==> config.mk <==
export PLATFORM = sky130hd
export DESIGN_NAME = pe_array_scheduler
export DESIGN_NICKNAME = d
export VERILOG_FILES = /design/src/rtl/pe_array_scheduler.sv
export SDC_FILE = /design/constraint.sdc
export NUM_CORES = 1
export LEC_CHECK = 0
export BUFFER_PORTS_ARGS = -buffer_cell sky130_fd_sc_hd__buf_2
export CAP_MARGIN = 10
export CORE_ASPECT_RATIO = 0.7
export CORE_MARGIN = 3
export CORE_UTILIZATION = 54
export DETAILED_ROUTE_END_ITERATION = 10
export GPL_TIMING_DRIVEN = 1
export PLACE_DENSITY = 0.84
export SLEW_MARGIN = 0
export SYNTH_ARGS = -nofsm -noshare
export SYNTH_HDL_FRONTEND = slang
export SYNTH_SLANG_ARGS = --single-unit
==> constraint.sdc <==
create_clock -name clk -period 3.6 [get_ports clk]
set_input_delay 0.18 -clock clk [delete_from_list [all_inputs] [get_ports clk]]
set_output_delay 0.18 -clock clk [all_outputs]
set_load 0.01 [all_outputs]
==> src/rtl/pe_array_scheduler.sv <==
// pe_array_scheduler: shares one 8x8 PE array among NUM_REQ job requesters.
// Round-robin grant, per-tile pe_valid/pe_done sequencing with a one-cycle
// gap between tiles, per-requester completion pulse and a timeout abort.
//
// Handshakes: req_ready[g] is a one-cycle Mealy accept pulse, asserted in IDLE
// in the same cycle req_valid[g] wins arbitration. The requester must hold
// req_valid and req_tiles until that pulse. pe_valid is held for a whole tile
// until pe_done arrives. pe_ready is not required for pe_valid to assert,
// because the array gates itself.
//
// Optional build macro PE_SCHED_PERF_EN adds the perf_busy_cycles and
// perf_tiles_done saturating counters.
module pe_array_scheduler #(
   parameter int NUM_REQ     = 4,
   parameter int TILE_CNT_W  = 8,
   parameter int TIMEOUT_CYC = 1024
) (
   input  logic                            clk,
   input  logic                            rst_n,
   input  logic [NUM_REQ-1:0]              req_valid,
   input  logic [NUM_REQ*TILE_CNT_W-1:0]   req_tiles,
   output logic [NUM_REQ-1:0]              req_ready,
   output logic [NUM_REQ-1:0]              cmp_valid,
   output logic                            cmp_error,
   output logic                            pe_valid,
   input  logic                            pe_ready,
   input  logic                            pe_done,
   output logic [TILE_CNT_W-1:0]           tile_idx,
   output logic [$clog2(NUM_REQ)-1:0]      owner_id,
   output logic                            busy,
   output logic [1:0]                      state_dbg
`ifdef PE_SCHED_PERF_EN
   ,
   output logic [31:0]                     perf_busy_cycles,
   output logic [31:0]                     perf_tiles_done
`endif
);

   localparam int ID_W = $clog2(NUM_REQ);
   localparam int TO_W = $clog2(TIMEOUT_CYC);
   localparam logic [TO_W-1:0] TO_LAST = TO_W'(TIMEOUT_CYC - 1);
   localparam logic [ID_W-1:0] ID_LAST = ID_W'(NUM_REQ - 1);

   typedef enum logic [1:0] {
      S_IDLE     = 2'd0,
      S_RUN      = 2'd1,
      S_GAP      = 2'd2,
      S_COMPLETE = 2'd3
   } state_t;

   state_t                 state;
   logic [ID_W-1:0]        rr_ptr;
   logic [TILE_CNT_W-1:0]  tiles_reg;
   logic [TO_W-1:0]        to_cnt;
   logic                   grant_any;
   logic [ID_W-1:0]        grant_id;
   logic [TILE_CNT_W-1:0]  grant_tiles;
   logic [TILE_CNT_W-1:0]  last_idx;
   logic [ID_W-1:0]        rr_next;

   // The array throttles itself, so pe_ready only stretches time spent in RUN.
   logic unused_pe_ready;
   assign unused_pe_ready = pe_ready;

   function automatic logic [NUM_REQ-1:0] onehot(input logic [ID_W-1:0] id);
      logic [NUM_REQ-1:0] v;
      v = '0;
      v[id] = 1'b1;
      return v;
   endfunction

   assign state_dbg   = state;
   assign grant_tiles = req_tiles[grant_id*TILE_CNT_W +: TILE_CNT_W];
   assign last_idx    = tiles_reg - 1'b1;
   assign rr_next     = (owner_id == ID_LAST) ? '0 : owner_id + 1'b1;

   // Round-robin search: first requesting index at or above rr_ptr, with wrap.
   always_comb begin
      int idx;
      idx       = 0;
      grant_any = 1'b0;
      grant_id  = '0;
      for (int i = 0; i < NUM_REQ; i++) begin
         idx = int'(rr_ptr) + i;
         if (idx >= NUM_REQ) idx = idx - NUM_REQ;
         if (!grant_any && req_valid[idx]) begin
            grant_any = 1'b1;
            grant_id  = ID_W'(idx);
         end
      end
   end

   // Mealy accept pulse; forced low while reset is asserted so every output reads 0.
   always_comb begin
      req_ready = '0;
      if (rst_n && state == S_IDLE && grant_any) req_ready = onehot(grant_id);
   end

   // Main FSM with registered pe_valid, busy and completion outputs.
   always_ff @(posedge clk or negedge rst_n) begin
      if (!rst_n) begin
         state     <= S_IDLE;
         rr_ptr    <= '0;
         owner_id  <= '0;
         tile_idx  <= '0;
         tiles_reg <= '0;
         to_cnt    <= '0;
         pe_valid  <= 1'b0;
         busy      <= 1'b0;
         cmp_valid <= '0;
         cmp_error <= 1'b0;
      end else begin
         cmp_valid <= '0;
         cmp_error <= 1'b0;
         case (state)
            S_IDLE: begin
               if (grant_any) begin
                  owner_id  <= grant_id;
                  tiles_reg <= grant_tiles;
                  tile_idx  <= '0;
                  busy      <= 1'b1;
                  if (grant_tiles == '0) begin
                     state     <= S_COMPLETE;
                     cmp_valid <= onehot(grant_id);
                  end else begin
                     state    <= S_RUN;
                     pe_valid <= 1'b1;
                     to_cnt   <= '0;
                  end
               end
            end
            S_RUN: begin
               to_cnt <= to_cnt + 1'b1;
               // pe_done takes priority over a coincident timeout.
               if (pe_done) begin
                  pe_valid <= 1'b0;
                  if (tile_idx == last_idx) begin
                     state     <= S_COMPLETE;
                     cmp_valid <= onehot(owner_id);
                  end else begin
                     tile_idx <= tile_idx + 1'b1;
                     state    <= S_GAP;
                  end
               end else if (to_cnt == TO_LAST) begin
                  pe_valid  <= 1'b0;
                  state     <= S_COMPLETE;
                  cmp_valid <= onehot(owner_id);
                  cmp_error <= 1'b1;
               end
            end
            S_GAP: begin
               state    <= S_RUN;
               pe_valid <= 1'b1;
               to_cnt   <= '0;
            end
            S_COMPLETE: begin
               rr_ptr <= rr_next;
               busy   <= 1'b0;
               state  <= S_IDLE;
            end
            default: state <= S_IDLE;
         endcase
      end
   end

`ifdef PE_SCHED_PERF_EN
   // Saturating activity counters: busy cycles and tiles accepted in RUN.
   always_ff @(posedge clk or negedge rst_n) begin
      if (!rst_n) begin
         perf_busy_cycles <= '0;
         perf_tiles_done  <= '0;
      end else begin
         if (busy && perf_busy_cycles != 32'hFFFF_FFFF)
            perf_busy_cycles <= perf_busy_cycles + 1'b1;
         if (state == S_RUN && pe_done && perf_tiles_done != 32'hFFFF_FFFF)
            perf_tiles_done <= perf_tiles_done + 1'b1;
      end
   end
`endif

endmodule

; Yosys cells after proc, flatten, opt, wreduce, memory -nomap -nowiden
; Cells that the tools add are included.
[totals]
elab_cells = 125
ff_bits = 39
out_inout_bits = 23
in_bits = 40
[op_classes]
n_mux = 59
add_sub_neg = 11
shifts = 1
n_eq_ne = 11
reduce_logical = 21
n_lt_le_gt_ge = 12
[op_table]
columns = op, n
row1 = $lt 32x4->1 const B, 4
row2 = $mux 32, 4
row3 = $shiftx 32x6->8, 1
row4 = $pmux 10 s3, 1
row5 = $mux 4, 6
row6 = $mux 8, 3
row7 = $mux 1, 23
row8 = $mux 10, 2
row9 = $mux 2, 9
row10 = $pmux 8 s2, 1
row11 = $sub 3x3->4 const B, 3
row12 = $add 10x1->10 const B, 1
row13 = $eq 10x10->1 const B, 1
row14 = $ge 3x3->1 const B, 3
row15 = $add 8x1->8 const B, 1
row16 = $bmux 1 s2, 4
row17 = $eq 8x8->1, 1
row18 = $logic_not 8->1, 1
row19 = $ne 2x2->1 const B, 4
row20 = $pmux 2 s4, 1
row21 = $pmux 4 s2, 1
row22 = $reduce_and 4->1, 2
row23 = $sub 8x1->8 const B, 1
row24 = $logic_and 1x1->1, 7
row25 = 19 further kinds, 30

; Longest topological paths before layout
; Gate-level depths: netlist of run 1.
[logic_depth]
depth_word = 22
depth_mapped = 10

; Least setup slack after synthesis of run 1
; No wires, ideal clock.
[synth_timing]
kind = flip-flop to flip-flop
startpoint = register tiles_reg[0]
endpoint = register tile_idx[2]
setup_slack_ns = 1.058
stages_incl_launch_ff = 9
period_less_slack_ns = 2.542
arrival_ns = 2.421
path_buffers = 1
required_time_ns = 3.480
cell_sequence = dfrtp_1 > or4_4 > or3_1 > a41o_1 > o21ai_2 > a31oi_1 > buf_4 > o311a_1 > a31o_2
[synth_between]
elab_chain_cells = 4
[synth_lines]
columns = item, line
row1 = from (decl), 53  ; logic [TILE_CNT_W-1:0] tiles_reg;
row2 = from (signal assigned), 119  ; tiles_reg <= grant_tiles;
row3 = $sub 8x1->8, 74  ; assign last_idx = tiles_reg - 1'b1;
row4 = $eq 8x8->1, 137  ; if (tile_idx == last_idx) begin
row5 = $ne 2x2->1 (no line), -
row6 = $reduce_and 4->1 (no line), -
row7 = to (signal assigned), 141  ; tile_idx <= tile_idx + 1'b1;
row8 = to (decl), 28  ; output logic [TILE_CNT_W-1:0] tile_idx,
; No other way between the ends.
; A chain may end at the register's enable or synchronous reset.

; Final worst setup path of run 1
[layout_timing]
startpoint = register rr_ptr[1]
endpoint = register pe_valid
[layout_between]
elab_chain_cells = 19
word_cells_on_any_way = 46
[layout_lines]
columns = item, line
row1 = from (decl), 52  ; logic [ID_W-1:0] rr_ptr;
row2 = from (signal assigned), 157  ; rr_ptr <= rr_next;
row3 = "parallel branches: the longest is 18 deep, another holds $sub 3x3->4", -
row4 = $reduce_and 4->1 (no line) (*), -
row5 = to (signal assigned), 127  ; pe_valid <= 1'b1;
row6 = to (signal assigned), 136  ; pe_valid <= 1'b0;
row7 = to (signal assigned), 145  ; pe_valid <= 1'b0;
row8 = to (decl), 25  ; output logic pe_valid,
; Every way passes the cells marked *. The select of a mux whose other input is x is not followed.

==> results of run 1 <==
[cell usage in the layout (no fill, tap or decap), types with 7 or more instances in the layout]
| cell | instances |
|---|---|
| a31oi_1 | 8 |
| ha_1 | 7 |
| nor2_1 | 14 |
| inv_1 | 8 |
| o21ai_0 | 8 |
| nand2_1 | 36 |
| and3_1 | 21 |
| nand3_1 | 8 |
| dfrtp_1 | 39 |
| buf_2 | 61 |
| o31ai_1 | 13 |
| xnor2_1 | 8 |
| a21oi_1 | 7 |
| nor3_1 | 9 |
| a211oi_1 | 16 |
[synthesized netlist by cell type, types with 3 or more instances]
cell type,n
a211oi_1,16
a21oi_1,7
a31oi_1,8
a32oi_1,4
and3_1,21
buf_2,3
clkbuf_1,12
dfrtp_1,39
ha_1,7
inv_1,8
mux2_2,3
nand2_1,36
nand3_1,8
nand4_1,4
nor2_1,14
nor3_1,9
nor4_1,4
o211ai_1,3
o21ai_0,8
o21ai_1,6
o22ai_1,4
o31ai_1,13
or4_1,3
xnor2_1,8
[final timing paths]
check / startpoint / end / cells past startpoint
worst max-delay path: rr_ptr[1]$_DFFE_PN0P_ / pe_valid$_DFFE_PN0P_ / 7
worst min-delay path: rst_n / cmp_valid[2]$_DFF_PN0_ / 2
worst max register to register: rr_ptr[1]$_DFFE_PN0P_ / pe_valid$_DFFE_PN0P_ / 7
worst min register to register: to_cnt[9]$_DFFE_PN0P_ / to_cnt[9]$_DFFE_PN0P_ / 1
max in group asynchronous: rst_n / tile_idx[3]$_DFFE_PN0P_ / 2
min in group clk: pe_done / cmp_error$_DFF_PN0_ / 2
[metrics by stage]
stage / cell area, sq um / std cells / hold WS, ns / util
after floorplan: 2660 / 300 / -0.116 / -
after global placement: 2990 / 413 / 0.334 / 0.660
after detailed placement: 2990 / 413 / 0.330 / 0.660
after CTS: 3110 / 421 / 0.0120 / 0.686
after global routing: 3110 / 421 / 0.0346 / 0.686
final: 3110 / 421 / 0.000627 / 0.686
[routing by layer]
| metal | up-vias | GRT usage | wire [um] |
|---|---|---|---|
| met5 | - | 0 | 0 |
| met4 | 0 | 0.0611 | 55 |
| met3 | 7 | 0.0545 | 500 |
| met2 | 105 | 0.378 | 3160 |
| met1 | 1260 | 0.360 | 3370 |
| li1 | 1249 | - | - |
[power by group]
part,switching (mW),leakage (nW),total (mW),internal (mW)
clock network,0.159,0.0612,0.383,0.224
logic,0.607,0.877,1.05,0.439
registers,0.243,0.509,0.806,0.563
total,1.01,1.45,2.24,1.23
[logic make-up (layout without fill, tap and decap cells)]
logic type / count (synthesis) / after routing
compound gates: 94 / 94
xor+xnor: 11 / 11
fa+ha+maj: 7 / 7
buf+inv: 28 / 83
flops: 39 / 39
mux: 5 / 5
simple gates: 116 / 116
[worst max-delay path, stage by stage, from the launching register on]
cell      delay (ns)
dfrtp_1         0.45
and3b_1         0.22
o21ai_4         0.30
nand2_2         0.24
a211oi_1        0.45
o22ai_1         0.18
or4_1           0.87
o311a_1         0.41
[final cells by class]
class | count | area, sq um
clock buffers | 6 | 82.6
clock inverters | 2 | 35.0
fillers | 370 | 1420
inverters | 9 | 33.8
multi-input cells | 233 | 1560
flip-flops and latches | 39 | 976
well taps | 66 | 82.6
repair buffers | 66 | 343
==> results.cfg, run 1 <==
[run_status]
status = finished, final reports clean

[timing]
max_freq_mhz = 308
skew_ns = 0.00707
worst_slack_ns = 0.355
slew_headroom = 0.362
fin_crit_sh = 0.901
setup_violations = 0
final_max_slew_viol_count = 0
worst_slew_pin_slew_ns = 0.953
setup_tns_ns = 0
hold_viol = 0
rsz0062_at_grt = no
final.min_clock_period_ns = 3.24

[clock_tree]
clk_latency_ns = 0.29
cts_tree = yes
clockBufferDepth = 2
ctsResizeCount = 0
holdBufCountCts = 0
clockRootBuffer = clkbuf_8
clock-sinks = 39
cts.clk_slew.worst_paths_ns = 0.08
numCtsBuffers = 5
cts_setup_buffers = 0
h-tree-depth = 2

[power_and_ir_drop]
power.density_nw_per_um2 = 719
power_mw = 2.24
peakVddDrop_mv = 0.396
p_leak_nw = 1.45

[worst_setup_path]
crit_path_end_kind = register
cp.required_ns = 3.78
worstPathMaxFanout = 18
path_class = register to register
start_kind = register
rrSetupSlack_ns = 0.36
arrival_ns = 3.43

[synthesis]
avgSynthCellArea_sq_um = 8.87
synth.area.mux_share = 0.0202
ys_ff_latch = 39
syn_inst = 300
yosys.area_share.simple = 0.227
yosysSeqAreaShare = 0.367
ys_types = 63
ys.flop_type = dfrtp_1
yosys-top-cells-area = dfrtp_1 37%, nand2_1 5.1%, and3_1 4.9%, a211oi_1 4.5%, o31ai_1 3.7%
synthAdderAreaFrac = 0.0329
synth.top_cell.area_share = 0.367
synth_top_family_by_area = compound AO/OA/AOI/OAI gates
syn-cell-area_sq_um = 2660
synth_xor_xnor_area_share = 0.0414
synth_nets = 347
synth_compound_area_frac = 0.264
yosys_warnings = 0
synthArstFlopShare = 1.00
synth_edf_count = 0
synth_top_cell_by_area = dfrtp_1

[grt]
grt_antenna_before_repair = 0
grt_pass1_wl_um = 11800
grt_util_all_layers = 0.248
grt_pass1_vias = 2476
grt_max_degree = 40
grt-ovfl-total = 0

[placed_design]
dp_hpwl_um = 5170
place_ws_ns = 0.420
port_buffers = 61
gp_congestion = 0.889

[drt]
drtIter0Drc = 213
wl_per_cell_um = 16.8
drt_wl_total_um = 7090
route.detailed.drc = 0
vias = 2621
vias_per_cell = 6.23
drt_pass1_iterations = 4
ant_nets = 0

[cells_and_area]
nNetsFinal = 401
n_antenna_cell = 0
largest_reg_flops = 10
syn_to_final_growth_pct = 16.9
drive_above_1_share = 0.245

[flow_run]
maxCapViolCount = 0

[die]
start_util = 0.587
die_y_um = 64.7
io-pin-count = 63
die_w_um = 89.9
rows = 20
die-area_sq_um = 5820
core_area_sq_um = 4530

[min_path]
hold_class = primary input to asynchronous set/reset pin
Power figures use the tool's default switching activity.
==> run 2, diff against run 1 <==
- CORE_UTILIZATION: 54 -> 56
- CTS_BUF_LIST: default -> sky130_fd_sc_hd__clkbuf_2
- PLACE_DENSITY: 0.84 -> 0.87
==> results.cfg, run 2 (same netlist as run 1, synthesis figures left out) <==
[worst_setup_path]
start_kind = register
cp_num_buf_inv = 0
slowest_stage = or4_1
worstPathMaxFanout = 21
arrival_ns = 3.57
path_cells = and3b_1 > o21ai_4 > nand2_2 > a211oi_1 > o22ai_1 > or4_1 > o311a_1
critPathMaxStageDelay_ns = 0.80
crit_path_end_kind = register
crit_start = rr_ptr[1]$_DFFE_PN0P_
rrSetupSlack_ns = 0.34
worstReg2RegStart = rr_ptr[1]$_DFFE_PN0P_
path_class = register to register
crit_family = simple AND/OR/NAND/NOR gates
cp.required_ns = 3.91

[power_and_ir_drop]
p_leak_nw = 1.44
p_seq_frac = 0.381
power.density_nw_per_um2 = 686
peakVddDrop_mv = 0.418
power_mw = 2.11
intPower_mw = 1.12
power.switching_uw = 984
switching_share = 0.467
power_frac_comb = 0.490
clock_power_share = 0.129

[cells_and_area]
layout_common_cells = 61 x buf_2, 39 x dfrtp_1, 36 x nand2_1, 21 x and3_1, 16 x a211oi_1
syn_to_final_growth_pct = 15.5
design_area_sq_um = 3070
n_antenna_cell = 0
largest_reg_flops = 10
nFillCells = 378
nNetsFinal = 404
drive_above_1_share = 0.243
layout_commonest_cell = buf_2

[timing]
setup_violations = 0
worst_slew_pin_slew_ns = 0.870
final.min_clock_period_ns = 3.26
slew_headroom = 0.415
fin_crit_sh = 0.906
final_max_slew_viol_count = 0
max_freq_mhz = 307
hold_viol = 0
setup_tns_ns = 0
rsz0062_at_grt = no
skew_ns = 0.0180

[grt]
top_usage_layer = met1
met2_usage = 0.352
grt.met1_usage = 0.374
grt_max_degree = 41
grt_pass1_wl_um = 11000
grt-ovfl-total = 0
grt_pass1_vias = 2298
grt_util_all_layers = 0.245
grt_util_met3 = 0.0471
grt_antenna_before_repair = 0

[placed_design]
dpl_cell_area_sq_um = 2990
dp_hpwl_um = 4900
port_buffers = 61
gp_congestion = 0.835

[flow_run]
maxCapViolCount = 0

[drt]
drtIter0Drc = 187
drt_wl_total_um = 6630
ant_nets = 0
wl_per_cell_um = 16.1
drt_pass1_iterations = 4
route.detailed.drc = 0
vias_per_cell = 6.25
vias = 2582

[die]
core_area_sq_um = 4450
io-pin-count = 63
die_w_um = 88.4
die_y_um = 63.7
start_util = 0.597
die-area_sq_um = 5630
rows = 20

[clock_tree]
numCtsBuffers = 5
clock-sinks = 39
cts_setup_buffers = 0
clockBufferDepth = 2
cts_tree = yes
clk_latency_ns = 0.39
clockRootBuffer = clkbuf_2
cts.clk_slew.worst_paths_ns = 0.22
h-tree-depth = 2

[min_path]
holdCritStartpoint = req_tiles[11]
hold_class = primary input to register

[run_status]
status = finished, final reports clean
run 2: changes by cell type in the layout (fill, tap and decap cells not counted):
| cell | previous run | this run |
|---|---|---|
| clkbuf_8 | 6 | 0 |
| clkbuf_2 | 0 | 5 |
| dlygate4sd3_1 | 0 | 2 |
| buf_4 | 5 | 6 |
| clkinv_1 | 1 | 2 |
| clkinv_2 | 1 | 0 |
| inv_6 | 0 | 1 |
run 2: final cells by class:
class | instances | area [sq um] | share of cell area
inverters | 9 | 33.8 | 0.0110
well taps | 55 | 68.8 | 0.0224
flip-flops and latches | 39 | 976 | 0.318
clock buffers | 5 | 25.0 | 0.00814
multi-input cells | 233 | 1560 | 0.507
repair buffers | 69 | 370 | 0.121
clock inverters | 3 | 42.5 | 0.0138
run 2: power by group through the flow:
stage / Sequential, mW / Combinational [mW] / Clock [mW]
after floorplan: 0.723 / 0.823 / 0
after CTS: 0.797 / 1.03 / 0.277
final: 0.803 / 1.03 / 0.271
after global placement: 0.791 / 0.987 / 0
after detailed placement: 0.805 / 1.02 / 0
after global routing: 0.833 / 1.16 / 0.296
run 2: metrics by stage:
stage / hold slack [ns] / cells / setup WS [ns] / util
after global placement: 0.267 / 403 / 0.451 / 0.670
after global routing: 0.0949 / 413 / 0.0746 / 0.690
final: 0.134 / 413 / 0.338 / 0.690
after detailed placement: 0.270 / 403 / 0.363 / 0.670
after CTS: 0.0218 / 412 / 0.359 / 0.688
after floorplan: -0.116 / 300 / 1.06 / -
run 2: repair_timing:
action / in CTS / in global routing
hold buffers: 1 / 1
resized for setup: 0 / 0
endpoints found under the hold margin: 39 / 1
run 2: metal layers:
| layer | vias up | share of wire | routed length, um |
|---|---|---|---|
| met5 | - | 0 | 0 |
| met4 | 0 | 0.0092 | 61 |
| met3 | 9 | 0.053 | 354 |
| met2 | 71 | 0.45 | 3020 |
| met1 | 1242 | 0.48 | 3200 |
| li1 | 1260 | - | - |
run 2: tightest hold or removal path, stage by stage:
cell      delay [ns]
buf_2           0.08
a211oi_1        0.07
o31ai_1         0.18
run 2: worst paths after layout:
kind | end | cells after the start
min in group asynchronous | tile_idx[0]$_DFFE_PN0P_ | 3
setup / recovery | pe_valid$_DFFE_PN0P_ | 7
hold / removal | tiles_reg[3]$_DFFE_PN0P_ | 3
setup reg to reg | pe_valid$_DFFE_PN0P_ | 7
hold reg to reg | to_cnt[9]$_DFFE_PN0P_ | 1
max in group asynchronous | tiles_reg[0]$_DFFE_PN0P_ | 3
